### src/rtl/mipsfpga_ahb_cmd_master_if.sv
// Command stream plus AHB-Lite master bus bundle.
// master = the command master, slave = bus/command peer.
interface mipsfpga_ahb_cmd_master_if;
  logic        cmd_valid;
  logic        cmd_ready;
  logic        cmd_write;
  logic [31:0] cmd_addr;
  logic [31:0] cmd_wdata;
  logic        rsp_valid;
  logic [31:0] rsp_rdata;
  logic        rsp_error;
  logic        busy;
  logic [31:0] HADDR;
  logic [1:0]  HTRANS;
  logic        HWRITE;
  logic [2:0]  HSIZE;
  logic [2:0]  HBURST;
  logic [31:0] HWDATA;
  logic [31:0] HRDATA;
  logic        HREADY;
  logic        HRESP;

  modport master (
    input  cmd_valid,
    input  cmd_write,
    input  cmd_addr,
    input  cmd_wdata,
    input  HRDATA,
    input  HREADY,
    input  HRESP,
    output cmd_ready,
    output rsp_valid,
    output rsp_rdata,
    output rsp_error,
    output busy,
    output HADDR,
    output HTRANS,
    output HWRITE,
    output HSIZE,
    output HBURST,
    output HWDATA
  );

  modport slave (
    output cmd_valid,
    output cmd_write,
    output cmd_addr,
    output cmd_wdata,
    output HRDATA,
    output HREADY,
    output HRESP,
    input  cmd_ready,
    input  rsp_valid,
    input  rsp_rdata,
    input  rsp_error,
    input  busy,
    input  HADDR,
    input  HTRANS,
    input  HWRITE,
    input  HSIZE,
    input  HBURST,
    input  HWDATA
  );
endinterface

### src/rtl/mipsfpga_ahb_cmd_master.sv
// AHB-Lite single-transfer master: valid/ready commands
// to pipelined NONSEQ word transfers, one response each.
module mipsfpga_ahb_cmd_master (
  input logic                       HCLK,
  input logic                       HRESET,
  mipsfpga_ahb_cmd_master_if.master bus
);
  localparam logic [1:0] IDLE   = 2'b00;
  localparam logic [1:0] NONSEQ = 2'b10;

  logic        a_valid;
  logic        a_write;
  logic [31:0] a_addr;
  logic [31:0] a_wdata;
  logic        d_valid;
  logic        d_write;
  logic [31:0] d_wdata;
  logic        err_hold;
  logic        rsp_valid_q;
  logic        rsp_error_q;
  logic [31:0] rsp_rdata_q;

  logic        nonseq;
  logic        accept;
  logic        d_done;

  // err_hold cancels the pipelined address in the
  // second ERROR cycle; A stays put for a reissue.
  assign nonseq = a_valid & ~err_hold;
  assign accept = bus.cmd_valid & bus.cmd_ready;
  assign d_done = d_valid & bus.HREADY;

  assign bus.cmd_ready = ~HRESET & ~err_hold
                       & (~a_valid | bus.HREADY);
  assign bus.HTRANS    = nonseq ? NONSEQ : IDLE;
  assign bus.HADDR     = a_addr & 32'hFFFF_FFFC;
  assign bus.HWRITE    = a_write & a_valid;
  assign bus.HWDATA    = d_wdata;
  assign bus.HSIZE     = 3'b010;
  assign bus.HBURST    = 3'b000;
  assign bus.busy      = a_valid | d_valid;
  assign bus.rsp_valid = rsp_valid_q;
  assign bus.rsp_error = rsp_error_q;
  assign bus.rsp_rdata = rsp_rdata_q;

  // Address (A) and data (D) phase stage registers.
  always_ff @(posedge HCLK) begin
    if (HRESET) begin
      a_valid <= 1'b0;
      a_write <= 1'b0;
      a_addr  <= '0;
      a_wdata <= '0;
      d_valid <= 1'b0;
      d_write <= 1'b0;
      d_wdata <= '0;
    end else begin
      if (bus.HREADY) begin
        d_valid <= nonseq;
        if (nonseq) begin
          d_write <= a_write;
          d_wdata <= a_wdata;
        end
      end
      if (accept) begin
        a_valid <= 1'b1;
        a_write <= bus.cmd_write;
        a_addr  <= bus.cmd_addr;
        a_wdata <= bus.cmd_wdata;
      end else if (bus.HREADY && nonseq) begin
        a_valid <= 1'b0;
      end
    end
  end

  // Track the first cycle of a two-cycle ERROR.
  always_ff @(posedge HCLK) begin
    if (HRESET) begin
      err_hold <= 1'b0;
    end else if (bus.HREADY) begin
      err_hold <= 1'b0;
    end else if (d_valid && bus.HRESP) begin
      err_hold <= 1'b1;
    end
  end

  // Register one response per completed data phase.
  always_ff @(posedge HCLK) begin
    if (HRESET) begin
      rsp_valid_q <= 1'b0;
      rsp_error_q <= 1'b0;
      rsp_rdata_q <= '0;
    end else begin
      rsp_valid_q <= d_done;
      rsp_error_q <= d_done & bus.HRESP;
      rsp_rdata_q <= (d_done && !d_write)
                   ? bus.HRDATA : 32'h0;
    end
  end
endmodule

### src/flat_wrapper.sv
// flat-port wrapper written by rule: the top's interface ports become plain ports
module mipsfpga_ahb_cmd_master_flat 
  (HCLK, HRESET, bus_cmd_valid, bus_cmd_write, bus_cmd_addr, bus_cmd_wdata, bus_HRDATA, bus_HREADY, bus_HRESP, bus_cmd_ready, bus_rsp_valid, bus_rsp_rdata, bus_rsp_error, bus_busy, bus_HADDR, bus_HTRANS, bus_HWRITE, bus_HSIZE, bus_HBURST, bus_HWDATA);
  mipsfpga_ahb_cmd_master_if bus_i ();
  input logic HCLK;
  input logic HRESET;
  input wire logic [$bits(bus_i.cmd_valid)-1:0] bus_cmd_valid;
  input wire logic [$bits(bus_i.cmd_write)-1:0] bus_cmd_write;
  input wire logic [$bits(bus_i.cmd_addr)-1:0] bus_cmd_addr;
  input wire logic [$bits(bus_i.cmd_wdata)-1:0] bus_cmd_wdata;
  input wire logic [$bits(bus_i.HRDATA)-1:0] bus_HRDATA;
  input wire logic [$bits(bus_i.HREADY)-1:0] bus_HREADY;
  input wire logic [$bits(bus_i.HRESP)-1:0] bus_HRESP;
  output wire logic [$bits(bus_i.cmd_ready)-1:0] bus_cmd_ready;
  output wire logic [$bits(bus_i.rsp_valid)-1:0] bus_rsp_valid;
  output wire logic [$bits(bus_i.rsp_rdata)-1:0] bus_rsp_rdata;
  output wire logic [$bits(bus_i.rsp_error)-1:0] bus_rsp_error;
  output wire logic [$bits(bus_i.busy)-1:0] bus_busy;
  output wire logic [$bits(bus_i.HADDR)-1:0] bus_HADDR;
  output wire logic [$bits(bus_i.HTRANS)-1:0] bus_HTRANS;
  output wire logic [$bits(bus_i.HWRITE)-1:0] bus_HWRITE;
  output wire logic [$bits(bus_i.HSIZE)-1:0] bus_HSIZE;
  output wire logic [$bits(bus_i.HBURST)-1:0] bus_HBURST;
  output wire logic [$bits(bus_i.HWDATA)-1:0] bus_HWDATA;
  assign bus_i.cmd_valid = bus_cmd_valid;
  assign bus_i.cmd_write = bus_cmd_write;
  assign bus_i.cmd_addr = bus_cmd_addr;
  assign bus_i.cmd_wdata = bus_cmd_wdata;
  assign bus_i.HRDATA = bus_HRDATA;
  assign bus_i.HREADY = bus_HREADY;
  assign bus_i.HRESP = bus_HRESP;
  assign bus_cmd_ready = bus_i.cmd_ready;
  assign bus_rsp_valid = bus_i.rsp_valid;
  assign bus_rsp_rdata = bus_i.rsp_rdata;
  assign bus_rsp_error = bus_i.rsp_error;
  assign bus_busy = bus_i.busy;
  assign bus_HADDR = bus_i.HADDR;
  assign bus_HTRANS = bus_i.HTRANS;
  assign bus_HWRITE = bus_i.HWRITE;
  assign bus_HSIZE = bus_i.HSIZE;
  assign bus_HBURST = bus_i.HBURST;
  assign bus_HWDATA = bus_i.HWDATA;
  mipsfpga_ahb_cmd_master u_core (.HCLK(HCLK), .HRESET(HRESET), .bus(bus_i));
endmodule
### config.mk
export PLATFORM = sky130hd
export DESIGN_NAME = mipsfpga_ahb_cmd_master_flat
export DESIGN_NICKNAME = d
export VERILOG_FILES = /design/src/rtl/mipsfpga_ahb_cmd_master_if.sv /design/src/rtl/mipsfpga_ahb_cmd_master.sv /design/src/flat_wrapper.sv
export SDC_FILE = /design/constraint.sdc
export NUM_CORES = 1
export LEC_CHECK = 0
export CORE_UTILIZATION = 44
export CTS_BUF_LIST = sky130_fd_sc_hd__clkbuf_4
export DETAILED_ROUTE_END_ITERATION = 12
export GPL_TIMING_DRIVEN = 0
export PLACE_DENSITY = 0.82
export SYNTH_ARGS = -nofsm -noshare
export SYNTH_HDL_FRONTEND = slang
export SYNTH_SLANG_ARGS = --single-unit
### constraint.sdc
create_clock -name HCLK -period 1.7 [get_ports HCLK]
set_input_delay 0.17 -clock HCLK [delete_from_list [all_inputs] [get_ports HCLK]]
set_output_delay 0.17 -clock HCLK [all_outputs]
set_load 0.1 [all_outputs]
==> results.cfg <==
[power_and_ir_drop]
vdd_ir_drop_max_mv = 0.500
power_uw = 6870
powerDensity_mw_per_mm2 = 883
p_leak_uw = 0.00302

[grt]
grt_pass1_wl_um = 20200
first_global_vias = 4211
gr-total-overflow = 0
grt_start_max_net_pins = 17
antenna_found_initial = 0
grt_use_total_pct = 20.8

[sta]
skew_ns = 0.0205
layout_min_cycle_time_ns = 1.62
grt_setup_unrepaired = no
max_freq_mhz = 617
period_share_pct = 95.4
relSlewSlack_pct = 61.8
hold-worst-slack_ns = 0.0452
setup_viol = 0
hold_viol = 0
final_max_slew_viol_count = 0
worst_pin_slew_ns = 0.576

[route]
postRouteAntennaNets = 0
num_vias = 4166
drt_iter0_markers = 187
first_pass_iters = 4
viasPerCell = 4.63
drc_errors = 0
drt-total-wl_um = 12400
wl_per_cell_um = 13.8

[cells_and_area]
fillers = 892
drive_above_1_share_pct = 22.2
diodes = 0
syn2layout_area_growth_pct = 50.2
stdcell_count = 899
fin_nets = 845

[yosys]
synth.distinct_cells = 26
syn_inst = 519
avgSynthCellArea_um2 = 9.98
synthMuxAreaShare_pct = 12.2
synth_area_mm2 = 0.00518
synth_top_family_by_area = simple AND/OR/NAND/NOR gates
synth_ff_type = dfxtp_1
synth-adder-area-share_pct = 0
synthArstFlopShare_pct = 0
synth-seq-area-share_pct = 51.4
ys_warn_count = 0
synth_seq_cells = 133
synth_edf_count = 0
yosys.area_share.simple_pct = 26.1
synthXorXnorAreaFrac_pct = 0
synth_compound_area_share_pct = 3.57

[clock_tree]
hold_buffers = 0
clock-sinks = 133
clock_latency_ns = 0.51
cts_tree = done
numCtsBuffers = 17
clock_path_buffers = 2
root_buffer = clkbuf_4
h-tree-depth = 4
path_clk_slew_ns = 0.12

[worst_setup_path]
reg2reg_setup_slack_ns = 0.30
cp-end-kind = output pin
worst_path_max_delay_cell = clkdlybuf4s15_2
worst_setup_path_start_kind = register
timing.rr.start = u_core.err_hold
cp.required_ns = 1.53
crit_path_cell_trace = clkdlybuf4s15_2
cp_slowest_stage_delay_ns = 0.57
arrival_ns = 1.45
path_buf_inv = 1
crit_start = u_core.bus.HWDATA[19]
cp_max_fo = 2
crit_type = reg -> out
cpLargestDelayFamily = buffers and inverters

[placed_design]
dp_cells = 867
gp_congestion = 0.742
post-dp-hpwl_um = 9190
io_buffer_count = 198

[floorplan]
initial_core_util_pct = 45.2
rows = 39
dieArea_mm2 = 0.0122
die_y_um = 111
ioPinCount = 211
fp.dieW_um = 111
core_mm2 = 0.0115

[hold_path]
hold_path.startpoint = HRESET
hold_class = in -> reg

[job]
cap_violations = 0

[outcome]
status = finished, final reports clean
## stage by stage
step	worst slack [ns]	utilization (%)	cell area [um^2]	setup TNS (ns)
floorplan	0.261	-	5220	0
global placement	-0.625	64.3	7380	-2.70
detailed placement	-0.632	64.3	7380	-3.52
CTS	0.0116	67.8	7770	0
global route	0.00173	67.8	7780	0
finish	0.0785	67.8	7780	0
## layer usage
| metal | part of all wire (%) | GRT usage (%) | vias up | routed length, um |
|---|---|---|---|---|
| met3 | 6.1 | 6.42 | 16 | 759 |
| met2 | 50 | 36.3 | 131 | 6200 |
| met4 | 1.5 | 7.38 | 0 | 184 |
| met5 | 0 | 0 | - | 0 |
| li1 | - | - | 2091 | - |
| met1 | 42 | 23.9 | 1928 | 5230 |
## cells by family (layout without fill, tap and decap cells)
kind of cell / after synthesis / count (layout)
other: 2 / 9
muxes: 63 / 63
DFF: 133 / 133
buffers and inverters: 45 / 275
AOI/OAI and AO/OA: 37 / 37
and+or+nand+nor: 239 / 239
## power by group
part	total, uW	internal [uW]	switching [uW]
Combinational	1470	535	931
Sequential	3310	3240	67.1
Clock	2090	883	1210
Total	6870	4660	2210
## state kept, by name (all words and copies together) (netlist names)
signal                count
u_core.a_addr            30
u_core.a_valid            1
u_core.a_wdata           32
u_core.a_write            1
u_core.bus.HWDATA        32
u_core.bus.rsp_error      1
u_core.bus.rsp_rdata     32
u_core.bus.rsp_valid      1
u_core.d_valid            1
u_core.d_write            1
u_core.err_hold           1
## cell usage after synthesis, drive strengths merged (2+ instances only)
master    n  area (um^2)
a21oi    36          180
and2     34          213
buf      28          274
clkbuf   16         63.8
conb      2         7.51
dfxtp   133         2660
mux2i    63          631
nand2    67          251
nand2b  127          797
nor2      3         27.5
nor3      3         20.0
## cell type report
class                      count  area [um^2]  share of cell area (%)
buffer                        44          338                    4.34
clock buffer                  17          128                    1.64
clock inverter                15          156                    2.01
inverter                       1         3.75                  0.0482
multi-input combinational    348         2210                    28.4
sequential                   133         2670                    34.3
tap                          143          179                    2.30
timing repair buffer         198         2090                    26.9
## worst paths after layout
path / endpoint / cells after the start
min reg2reg: u_core.bus.HWDATA[18] / 2
max: bus_HWDATA[19] / 1
min: u_core.bus.rsp_valid / 2
max reg2reg: u_core.a_addr[3] / 4
## layout by cell type, fill, tap and decap left out, types with 11 or more instances in the layout
cell / count
clkbuf_1: 13
clkbuf_4: 19
clkdlybuf4s50_1: 98
nand2b_1: 126
dfxtp_1: 131
mux2i_1: 63
clkdlybuf4s15_2: 92
buf_4: 11
a21oi_1: 36
nand2_1: 67
and2_1: 34
## timing repair
| action | in CTS | in global routing |
|---|---|---|
| gates cloned | 0 | 0 |
| resized for setup | 312 | 9 |
| endpoints found under the setup margin | 100 | 8 |
| buffers inserted | 0 | 0 |
No activity file was read; power rests on OpenSTA's default activity.
